File: config.mk
export PLATFORM = sky130hd
export DESIGN_NAME = ws_layer_sequencer
export DESIGN_NICKNAME = d
export VERILOG_FILES = /design/src/rtl/ws_layer_sequencer.sv
export SDC_FILE = /design/constraint.sdc
export NUM_CORES = 1
export LEC_CHECK = 0
export ABC_CLOCK_PERIOD_IN_PS = 3280
export CORE_AREA = 2 2 183 185
export DETAILED_ROUTE_END_ITERATION = 8
export DIE_AREA = 0 0 185 187
export GPL_ROUTABILITY_DRIVEN = 0
export HOLD_SLACK_MARGIN = 0.12
export PLACE_DENSITY = 0.52
export SYNTH_ARGS = -nofsm -noshare
export SYNTH_HDL_FRONTEND = slang
export SYNTH_SLANG_ARGS = --single-unit
export TNS_END_PERCENT = 50
File: constraint.sdc
create_clock -name clk -period 3.28 [get_ports clk]
set_clock_uncertainty 0.2 [all_clocks]
set_input_delay 0.82 -clock clk [delete_from_list [all_inputs] [get_ports clk]]
set_output_delay 0.82 -clock clk [all_outputs]
set_load 0.005 [all_outputs]
File: src/rtl/ws_layer_sequencer.sv
// rtl/ws_layer_sequencer.sv - per-layer sequencer for the weight-stationary systolic array
//
// Ports:
//   clk, rst                    clock, synchronous active-high reset
//   start_i, num_layers_i       run request and layer count (sampled in IDLE)
//   busy_o, done_o              run in progress, one-cycle end-of-run pulse
//   wt_rd_en_o, wt_rd_addr_o    weight buffer read (tile address = layer)
//   id_rd_en_o, id_rd_addr_o    input buffer read (vector address = layer)
//   id_rd_data_i                input vector, one cycle after the read strobe
//   id_wr_en_o, id_wr_addr_o    result write into input buffer (address = layer+1)
//   id_wr_data_o                saturated / ReLU'd results
//   load_en_o, acc_en_o         array weight-load and accumulate enables
//   data_o                      diagonally skewed array row inputs
//   acc_i                       array accumulator lanes (signed)
module ws_layer_sequencer #(
  parameter int DATA_WIDTH = 16,
  parameter int ACC_WIDTH  = 64,
  parameter int NEURON_NUM = 4,
  parameter int ADDR_WIDTH = 4
) (
  input  logic                             clk,
  input  logic                             rst,
  input  logic                             start_i,
  input  logic [ADDR_WIDTH-1:0]            num_layers_i,
  output logic                             busy_o,
  output logic                             done_o,
  output logic                             wt_rd_en_o,
  output logic [ADDR_WIDTH-1:0]            wt_rd_addr_o,
  output logic                             id_rd_en_o,
  output logic [ADDR_WIDTH-1:0]            id_rd_addr_o,
  input  logic [DATA_WIDTH*NEURON_NUM-1:0] id_rd_data_i,
  output logic                             id_wr_en_o,
  output logic [ADDR_WIDTH-1:0]            id_wr_addr_o,
  output logic [DATA_WIDTH*NEURON_NUM-1:0] id_wr_data_o,
  output logic                             load_en_o,
  output logic                             acc_en_o,
  output logic [DATA_WIDTH*NEURON_NUM-1:0] data_o,
  input  logic [ACC_WIDTH*NEURON_NUM-1:0]  acc_i
);

  localparam int VW        = DATA_WIDTH * NEURON_NUM;
  localparam int FEED_LAST = 2 * NEURON_NUM - 2;
  localparam int CNT_W     = $clog2(2 * NEURON_NUM);

  localparam logic signed [ACC_WIDTH-1:0] SAT_MAX =
    {{(ACC_WIDTH-DATA_WIDTH+1){1'b0}}, {(DATA_WIDTH-1){1'b1}}};
  localparam logic signed [ACC_WIDTH-1:0] SAT_MIN =
    {{(ACC_WIDTH-DATA_WIDTH+1){1'b1}}, {(DATA_WIDTH-1){1'b0}}};

  typedef enum logic [2:0] {
    S_IDLE, S_RD, S_LOAD, S_FEED, S_CAPTURE, S_DONE
  } state_t;

  state_t                  state;
  logic [ADDR_WIDTH-1:0]   layer;
  logic [ADDR_WIDTH-1:0]   num_q;
  logic [CNT_W-1:0]        cnt;
  logic [VW-1:0]           vec;
  logic [ADDR_WIDTH-1:0]   layer_nxt;
  logic                    is_last;

  assign layer_nxt = layer + ADDR_WIDTH'(1);
  assign is_last   = (layer_nxt == num_q);

  // Lane k carries its element only in feed step k; all other lanes are 0.
  function automatic logic [VW-1:0] skew(input logic [VW-1:0] v, input logic [CNT_W-1:0] c);
    logic [VW-1:0] r;
    r = '0;
    for (int k = 0; k < NEURON_NUM; k++)
      if (c == CNT_W'(k)) r[k*DATA_WIDTH +: DATA_WIDTH] = v[k*DATA_WIDTH +: DATA_WIDTH];
    return r;
  endfunction

  function automatic logic [DATA_WIDTH-1:0] sat_relu(input logic signed [ACC_WIDTH-1:0] a,
                                                     input logic relu);
    logic [DATA_WIDTH-1:0] r;
    if (a > SAT_MAX)      r = SAT_MAX[DATA_WIDTH-1:0];
    else if (a < SAT_MIN) r = SAT_MIN[DATA_WIDTH-1:0];
    else                  r = a[DATA_WIDTH-1:0];
    if (relu && r[DATA_WIDTH-1]) r = '0;
    return r;
  endfunction

  // The accumulators are sampled during the CAPTURE cycle itself, which is
  // the cycle the buffer commits the write, so this path stays combinational.
  always_comb begin
    id_wr_data_o = '0;
    if (id_wr_en_o)
      for (int k = 0; k < NEURON_NUM; k++)
        id_wr_data_o[k*DATA_WIDTH +: DATA_WIDTH] =
          sat_relu(acc_i[k*ACC_WIDTH +: ACC_WIDTH], !is_last);
  end

  always_ff @(posedge clk) begin
    if (rst) begin
      state        <= S_IDLE;
      layer        <= '0;
      num_q        <= '0;
      cnt          <= '0;
      vec          <= '0;
      busy_o       <= 1'b0;
      done_o       <= 1'b0;
      wt_rd_en_o   <= 1'b0;
      wt_rd_addr_o <= '0;
      id_rd_en_o   <= 1'b0;
      id_rd_addr_o <= '0;
      id_wr_en_o   <= 1'b0;
      id_wr_addr_o <= '0;
      load_en_o    <= 1'b0;
      acc_en_o     <= 1'b0;
      data_o       <= '0;
    end else begin
      // Outputs are registered: each branch sets what the next state drives.
      done_o       <= 1'b0;
      wt_rd_en_o   <= 1'b0;
      wt_rd_addr_o <= '0;
      id_rd_en_o   <= 1'b0;
      id_rd_addr_o <= '0;
      id_wr_en_o   <= 1'b0;
      id_wr_addr_o <= '0;
      load_en_o    <= 1'b0;
      acc_en_o     <= 1'b0;
      data_o       <= '0;
      case (state)
        S_IDLE: begin
          if (start_i) begin
            num_q <= num_layers_i;
            layer <= '0;
            if (num_layers_i == '0) begin
              state  <= S_DONE;
              done_o <= 1'b1;
            end else begin
              state      <= S_RD;
              busy_o     <= 1'b1;
              wt_rd_en_o <= 1'b1;
              id_rd_en_o <= 1'b1;
            end
          end
        end
        S_RD: begin
          state     <= S_LOAD;
          load_en_o <= 1'b1;
        end
        S_LOAD: begin
          // Read data is valid now; step 0 is driven straight from it.
          vec      <= id_rd_data_i;
          cnt      <= '0;
          state    <= S_FEED;
          acc_en_o <= 1'b1;
          data_o   <= skew(id_rd_data_i, '0);
        end
        S_FEED: begin
          if (cnt == CNT_W'(FEED_LAST)) begin
            cnt          <= '0;
            state        <= S_CAPTURE;
            id_wr_en_o   <= 1'b1;
            id_wr_addr_o <= layer_nxt;
          end else begin
            cnt      <= cnt + CNT_W'(1);
            acc_en_o <= 1'b1;
            data_o   <= skew(vec, cnt + CNT_W'(1));
          end
        end
        S_CAPTURE: begin
          if (is_last) begin
            state  <= S_DONE;
            busy_o <= 1'b0;
            done_o <= 1'b1;
          end else begin
            layer        <= layer_nxt;
            state        <= S_RD;
            wt_rd_en_o   <= 1'b1;
            wt_rd_addr_o <= layer_nxt;
            id_rd_en_o   <= 1'b1;
            id_rd_addr_o <= layer_nxt;
          end
        end
        S_DONE: state <= S_IDLE;
        default: state <= S_IDLE;
      endcase
    end
  end

endmodule

==> results of run 1 <==
-- cells in the final DEF (no fill, tap or decap), drive strengths merged, types with 53 or more instances in the layout --
cell / instances
nand2: 222
nor4: 53
dlymetal6s2s: 82
and2: 54
a31oi: 61
clkdlybuf4s50: 232
nand4: 114
dfxtp: 156
buf: 240
a21oi: 90
-- per-stage QoR --
step	cells	setup WS (ps)
2_1_floorplan	922	-54.20
3_3_place_gp	1848	-1146
3_5_place_dp	1848	-1157
4_1_cts	1905	-528.1
5_1_grt	1930	-477.9
6_report	1930	-351.5
-- cells by family (layout without fill, tap and decap cells) --
logic type | count (synthesis) | in the layout | synth area share [%]
AOI/OAI and AO/OA | 172 | 172 | 13.70
xor gates and xnor gates | 6 | 6 | 0.9412
adders and majority gates | 2 | 2 | 0.3485
buffers and inverters | 70 | 628 | 4.182
DFF | 156 | 156 | 43.50
other | 0 | 2 | 0
and+or+nand+nor | 516 | 516 | 37.33
-- final cells by class --
type | count | area (um^2)
multi-input cells | 696 | 4285
inverters | 7 | 26.28
flip-flops and latches | 156 | 3126
fillers | 3361 | 18710
diodes | 2 | 5.005
clock inverters | 13 | 132.6
well taps | 448 | 560.5
clock buffers | 18 | 439.2
repair buffers | 590 | 5577
-- where the power goes --
group          total [mW]  leakage (nW)  switching, mW  internal (mW)
registers            1.98          1.26         0.0292           1.95
clock network        1.92         0.274          0.834           1.08
logic               0.795          4.52          0.351          0.444
total                4.69          6.06           1.21           3.48
-- sequential cells by signal, summed over array words and instances, names as in the netlist, 3 cells and up --
register and flops:
state 3, cnt 3, data_o 64, num_q 4, layer 4, vec 64, id_rd_addr_o 4, id_wr_addr_o 4
-- critical path: stages --
cell and delay [ps]:
clkdlybuf4s50_1 500, nand4_1 170, nor4_4 360, clkbuf_16 200, buf_4 100, buf_6 90
nand4_1 70, a31oi_1 160, buf_2 130
-- per-layer routing --
layer / GRT usage (%) / wire length, um / up-vias
met5: 0 / 0 / -
met4: 6.441 / 982 / 0
met3: 4.420 / 2623 / 45
met2: 31.63 / 16820 / 379
met1: 21.69 / 13680 / 4221
li1: - / - / 4479
-- final timing paths --
check | slack [ps] | end | cells past startpoint | start
max | -350 | id_wr_data_o[7] | 9 | acc_i[28]
min | 250 | vec[33]$_SDFFE_PP0N_ | 2 | vec[33]$_SDFFE_PP0N_
max reg2reg | 670 | data_o[49]$_SDFF_PP0_ | 5 | cnt[0]$_SDFFE_PP0P_
min reg2reg | 250 | vec[33]$_SDFFE_PP0N_ | 2 | vec[33]$_SDFFE_PP0N_
-- repair_timing --
| item | in CTS | in global routing |
|---|---|---|
| gates cloned | 4 | 6 |
| pin swaps | 120 | 94 |
| endpoints found under the setup margin | 64 | 64 |
| setup buffers | 22 | 20 |
| resized for setup | 568 | 223 |
==> key figures, run 1 <==
Status
  • Outcome: complete, but fails checks
  • Failing checks: negative setup slack

Logic synthesis
  • Post-synthesis net count: ~1.3k
  • Syn Inst Count: around 920
  • Biggest area consumer among synthesized cells: dfxtp_1
  • Area contributors post-synth: dfxtp_1, nand2_1, nand4_1
  • EDFF count, synth: 0
  • Commonest cells in the netlist: nand2_1, dfxtp_1, nand4_1
  • Ys flop type: dfxtp_1
  • Cell variety after synth: 48
  • Flops & latches, synth: approximately 160
  • Mapped Area: 7179 um^2
  • Post-synthesis sequential area ratio: 43.50%
  • Syn. warnings: 0
  • Post-synth top area share: 43.50%
  • Syn_area_per_cell: 7.787 um^2
  • Count leader, synth: nand2_1
  • Async SR Flop Fraction: 0%

Die
  • Die Height: 187 um
  • # IOs: 474
  • Die X: between 150 and 200 um
  • Site Rows: 67
  • Die ar.: 34600 um^2
  • Core ar.: 32860 um^2
  • Starting Density: 21.85%

Clock network
  • Clk sink count: about 160
  • CTS root buffer: clkbuf_16
  • Clock-pin transition on the worst setup and hold timing paths: 60 ps
  • CTS Buf Count: 17
  • CTS tree: built
  • CTS Hold Bufs: 0
  • Clock tree buffer depth: 2
  • Skew-Pair Late Insertion Delay: 410 ps
  • H-tree lvl count: 4

Power and ir drop
  • Pwr Density: approximately 330 nW/um^2
  • VDD IR-drop max: 0.3540 mV
  • Total power draw: approximately 4.7 mW
  • Leakage: 6.060 nW

Timing
  • # setup viols final: 60
  • Crit share post-route: 110.7%
  • Fmax: between 0.2 and 0.3 GHz
  • Fin. max-slew vios: 0
  • Fin crit period: 3631 ps
  • Final hold vios: 0
  • Worst hold slack: 247.8 ps
  • Post-route setup TNS: -12900 ps
  • Setup ws final: -351.5 ps
  • RSZ-0062 raised after global routing: true
  • Actual slew at the worst max-slew pin: 912.4 ps
  • Rel. slew slack: between 30% and 40%

Global routing
  • Grt ovf: 0
  • Total GRT Usage: 18.21%
  • Initial antenna violation count: 2
  • Largest net degree at the start of global routing: 45
  • Vias in the first global route: 8527
  • First-pass GRT wire length: 48660 um

Routing
  • DR vias: 9124
  • WL final: approximately 34000 um
  • DR pass1 iterations: 5
  • Vias per inst: 4.727
  • Routed Antenna Nets: 0
  • Drt drc: 0
  • Iteration-0 DRC Markers: 475
  • WL/cell: roughly 18 um

Worst setup path
  • Type of the worst setup path: in -> out
  • Crit path DAT: 2610 ps
  • CP Launch Type: input port
  • Setup crit end kind: output pin
  • CP required: 2260 ps
  • CP Max Fanout: 3

Hold path
  • Hold Path Class: reg -> reg

Place
  • Port Buf Inserts: 473
  • Post-Place Cell Area: 12840 um^2
  • Final HPWL DP: approximately 26000 um

Cells and area
  • Share of cells above drive strength 1: 24.05%
  • Area grow syn2layout: 97.11%
  • Final nets: roughly 1.8k
  • Final Cell Area: between 10000 and 15000 um^2
  • Util after Layout: 43.06%

Flow run
  • Max-Cap Viols: 0
No activity file was read; power rests on OpenSTA's default activity.
==> run 2: changes to the inputs <==
--- a/config.mk
+++ b/config.mk
@@ -7,11 +7,13 @@
 export LEC_CHECK = 0
 export ABC_CLOCK_PERIOD_IN_PS = 3280
 export CORE_AREA = 2 2 183 185
+export CTS_CLUSTER_SIZE = 16
 export DETAILED_ROUTE_END_ITERATION = 8
 export DIE_AREA = 0 0 185 187
 export GPL_ROUTABILITY_DRIVEN = 0
 export HOLD_SLACK_MARGIN = 0.12
 export PLACE_DENSITY = 0.52
+export SKIP_CTS_REPAIR_TIMING = 1
 export SYNTH_ARGS = -nofsm -noshare
 export SYNTH_HDL_FRONTEND = slang
 export SYNTH_SLANG_ARGS = --single-unit
==> run 2 against run 1 <==
  * The flow still finishes with violations (negative setup slack)
  * Via count down 0.87%
  * Cell area down 1.2%
  * Clock power about the same
  * Critical endpoint is now id_wr_data_o[59]
==> key figures, run 2 (synthesis results as in run 1) <==
Routing
  • Iteration-0 DRC Markers: 438 (-7.8%)
  • DR vias: 9045 (-0.87%)
  • Routed Antenna Nets: 0 (unchanged)
  • Uppermost layer routed: met4
  • DR pass1 iterations: 5 (unchanged)
  • WL final: 33700 um (-1.2%)
  • Met3 WL post-DR: 2599 um (-0.91%)
  • Drt drc: 0 (unchanged)
  • DR WL met2: 16540 um (-1.7%)
  • Met1 WL: 13500 um (-1.3%)
  • WL/cell: 17.61 um (-0.39%)
  • Vias per inst: 4.726 (about the same)

Worst setup path
  • Critical Path Max Stage Delay: 550 ps (+50 ps)
  • CP Launch Type: input port
  • Setup crit end kind: output pin
  • Type of the worst setup path: in -> out
  • Most used cell, CP: buf_6
  • CP Max Fanout: 3 (unchanged)
  • Crit path cell chain: buf_8 > nand4_1 > or4_4 > nor4_4 > buf_4 > buf_6 > buf_6 > buf_6 > nand4_1 > a31oi_1 > buf_2
  • Worst path slowest cell: or4_4
  • CP required: 2260 ps (about the same)
  • Crit path max-delay family: simple AND/OR/NAND/NOR gates
  • Buf/Inv on CP: 6 (+1)
  • Crit path DAT: 2740 ps (+130 ps)

Clock network
  • Clock tree buffer depth: 2 (unchanged)
  • CTS root buffer: clkbuf_16
  • CTS tree: built
  • H-tree lvl count: 4 (unchanged)
  • Skew-Pair Late Insertion Delay: 410 ps (about the same)
  • Clock-pin transition on the worst setup and hold timing paths: 60 ps (about the same)
  • Clk sink count: 156 (unchanged)
  • CTS Buf Count: 17 (unchanged)

Timing
  • Fin crit period: 3756 ps (+124.8 ps)
  • Worst hold slack: 247.8 ps (-0.02400 ps)
  • # setup viols final: 61 (+1.7%)
  • Rel. slew slack: 39.46% (+0.29 points)
  • Fin. max-slew vios: 0 (unchanged)
  • Crit share post-route: 114.5% (+3.8 points)
  • Post-route setup TNS: -20250 ps (-7348 ps)
  • Fmax: 0.2662 GHz (-3.3%)
  • Actual slew at the worst max-slew pin: 908.1 ps (-4.305 ps)
  • RSZ-0062 raised after global routing: true
  • Final hold vios: 0 (unchanged)
  • Setup ws final: -476.3 ps (-124.8 ps)

Cells and area
  • FILL cells: 3356 (-0.15%)
  • Commonest non-fill, non-tap cell in the layout: clkdlybuf4s50_1
  • Flip-flop and latch area: 3123 um^2 (about the same)
  • Share of cells above drive strength 1: 19.63% (-4.4 points)
  • Final nets: 1779 (-1.0%)
  • Multi-input gate area: 4121 um^2 (-3.8%)
  • Regs by FF count: data_o (64), vec (64)
  • Commonest cells after routing, fill and taps aside: clkdlybuf4s50_1, nand2_1, dfxtp_1
  • Area grow syn2layout: 94.72%

Global routing
  • Largest net degree at the start of global routing: 45 (unchanged)
  • Total GRT Usage: 17.79% (-0.42 points)
  • First-pass GRT wire length: 47500 um (-2.4%)
  • Grt ovf: 0 (unchanged)
  • Initial antenna violation count: 3 (+1)
  • Vias in the first global route: 8283 (-2.9%)

Hold path
  • Hold Path Class: reg -> reg

Status
  • Failing checks: negative setup slack
  • Outcome: complete, but fails checks

Power and ir drop
  • VDD IR-drop max: 0.3533 mV (-0.18%)
  • Leakage: 5.960 nW (-1.6%)
  • Pwr Density: 335.3 nW/um^2 (+1.1%)

Die
  • # IOs: 474 (unchanged)
  • Starting Density: 21.85% (unchanged)
  • Die ar.: 34600 um^2 (unchanged)
  • Site Rows: 67 (unchanged)
  • Core ar.: 32860 um^2 (unchanged)
  • Die X: 185 um (unchanged)
  • Die Height: 187 um (unchanged)

Flow run
  • Max-Cap Viols: 0 (unchanged)

Place
  • Final HPWL DP: 26160 um (unchanged)
  • Port Buf Inserts: 473 (unchanged)
run 2: cell types whose count changed in the layout (fill, tap and decap cells not counted), moves of 5 or more:
cell	previous run	this run
buf_2	80	44
buf_4	87	76
buf_6	68	53
clkbuf_2	7	18
clkdlybuf4s50_1	232	292
dlygate4sd2_1	25	0
nor4_1	14	23
nor4_2	27	22
run 2: path summary, 6_finish.rpt:
path | startpoint | to | slack, ps | depth (start not counted)
max | acc_i[207] | id_wr_data_o[59] | -480 | 11
min | vec[33]$_SDFFE_PP0N_ | vec[33]$_SDFFE_PP0N_ | 250 | 2
max reg2reg | cnt[0]$_SDFFE_PP0P_ | data_o[49]$_SDFF_PP0_ | 670 | 5
min reg2reg | vec[33]$_SDFFE_PP0N_ | vec[33]$_SDFFE_PP0N_ | 250 | 2
run 2: cell type report:
| type | count | area share, % |
|---|---|---|
| repair buffers | 572 | 39.82 |
| well taps | 448 | 4.010 |
| clock buffers | 18 | 3.141 |
| flip-flops and latches | 156 | 22.34 |
| multi-input cells | 696 | 29.48 |
| diodes | 4 | 0.07160 |
| inverters | 7 | 0.1880 |
| clock inverters | 13 | 0.9487 |
run 2: routing by layer:
metal | track usage, % | vias to the layer above
met2 | 30.78 | 386
met3 | 4.030 | 46
li1 | - | 4450
met5 | 0 | -
met1 | 21.42 | 4163
met4 | 6.441 | 0
run 2: worst register-to-register path, cell delays in order, from the launching register on:
cell and delay (ps):
dfxtp_1 530, and3b_1 250, or3b_1 420, or3_4 400, nor3b_4 550, and2_1 230
run 2: per-stage QoR:
step	power, mW	std cells	area (um^2)	utilization, %	setup WS (ps)
after floorplan	2.237	922	7247	-	-54.20
after detailed placement	2.800	1848	12840	39.08	-1157
after global placement	2.794	1848	12840	39.08	-1146
after CTS	4.728	1879	13410	40.82	-1161
final	4.687	1914	13980	42.54	-476.3
after global routing	4.901	1913	13980	42.53	-591.1
run 2: power breakdown:
part / internal, mW / switching, mW / total [mW]
logic: 0.452 / 0.337 / 0.788
registers: 1.95 / 0.0292 / 1.98
clock network: 1.08 / 0.833 / 1.92
total: 3.49 / 1.20 / 4.69
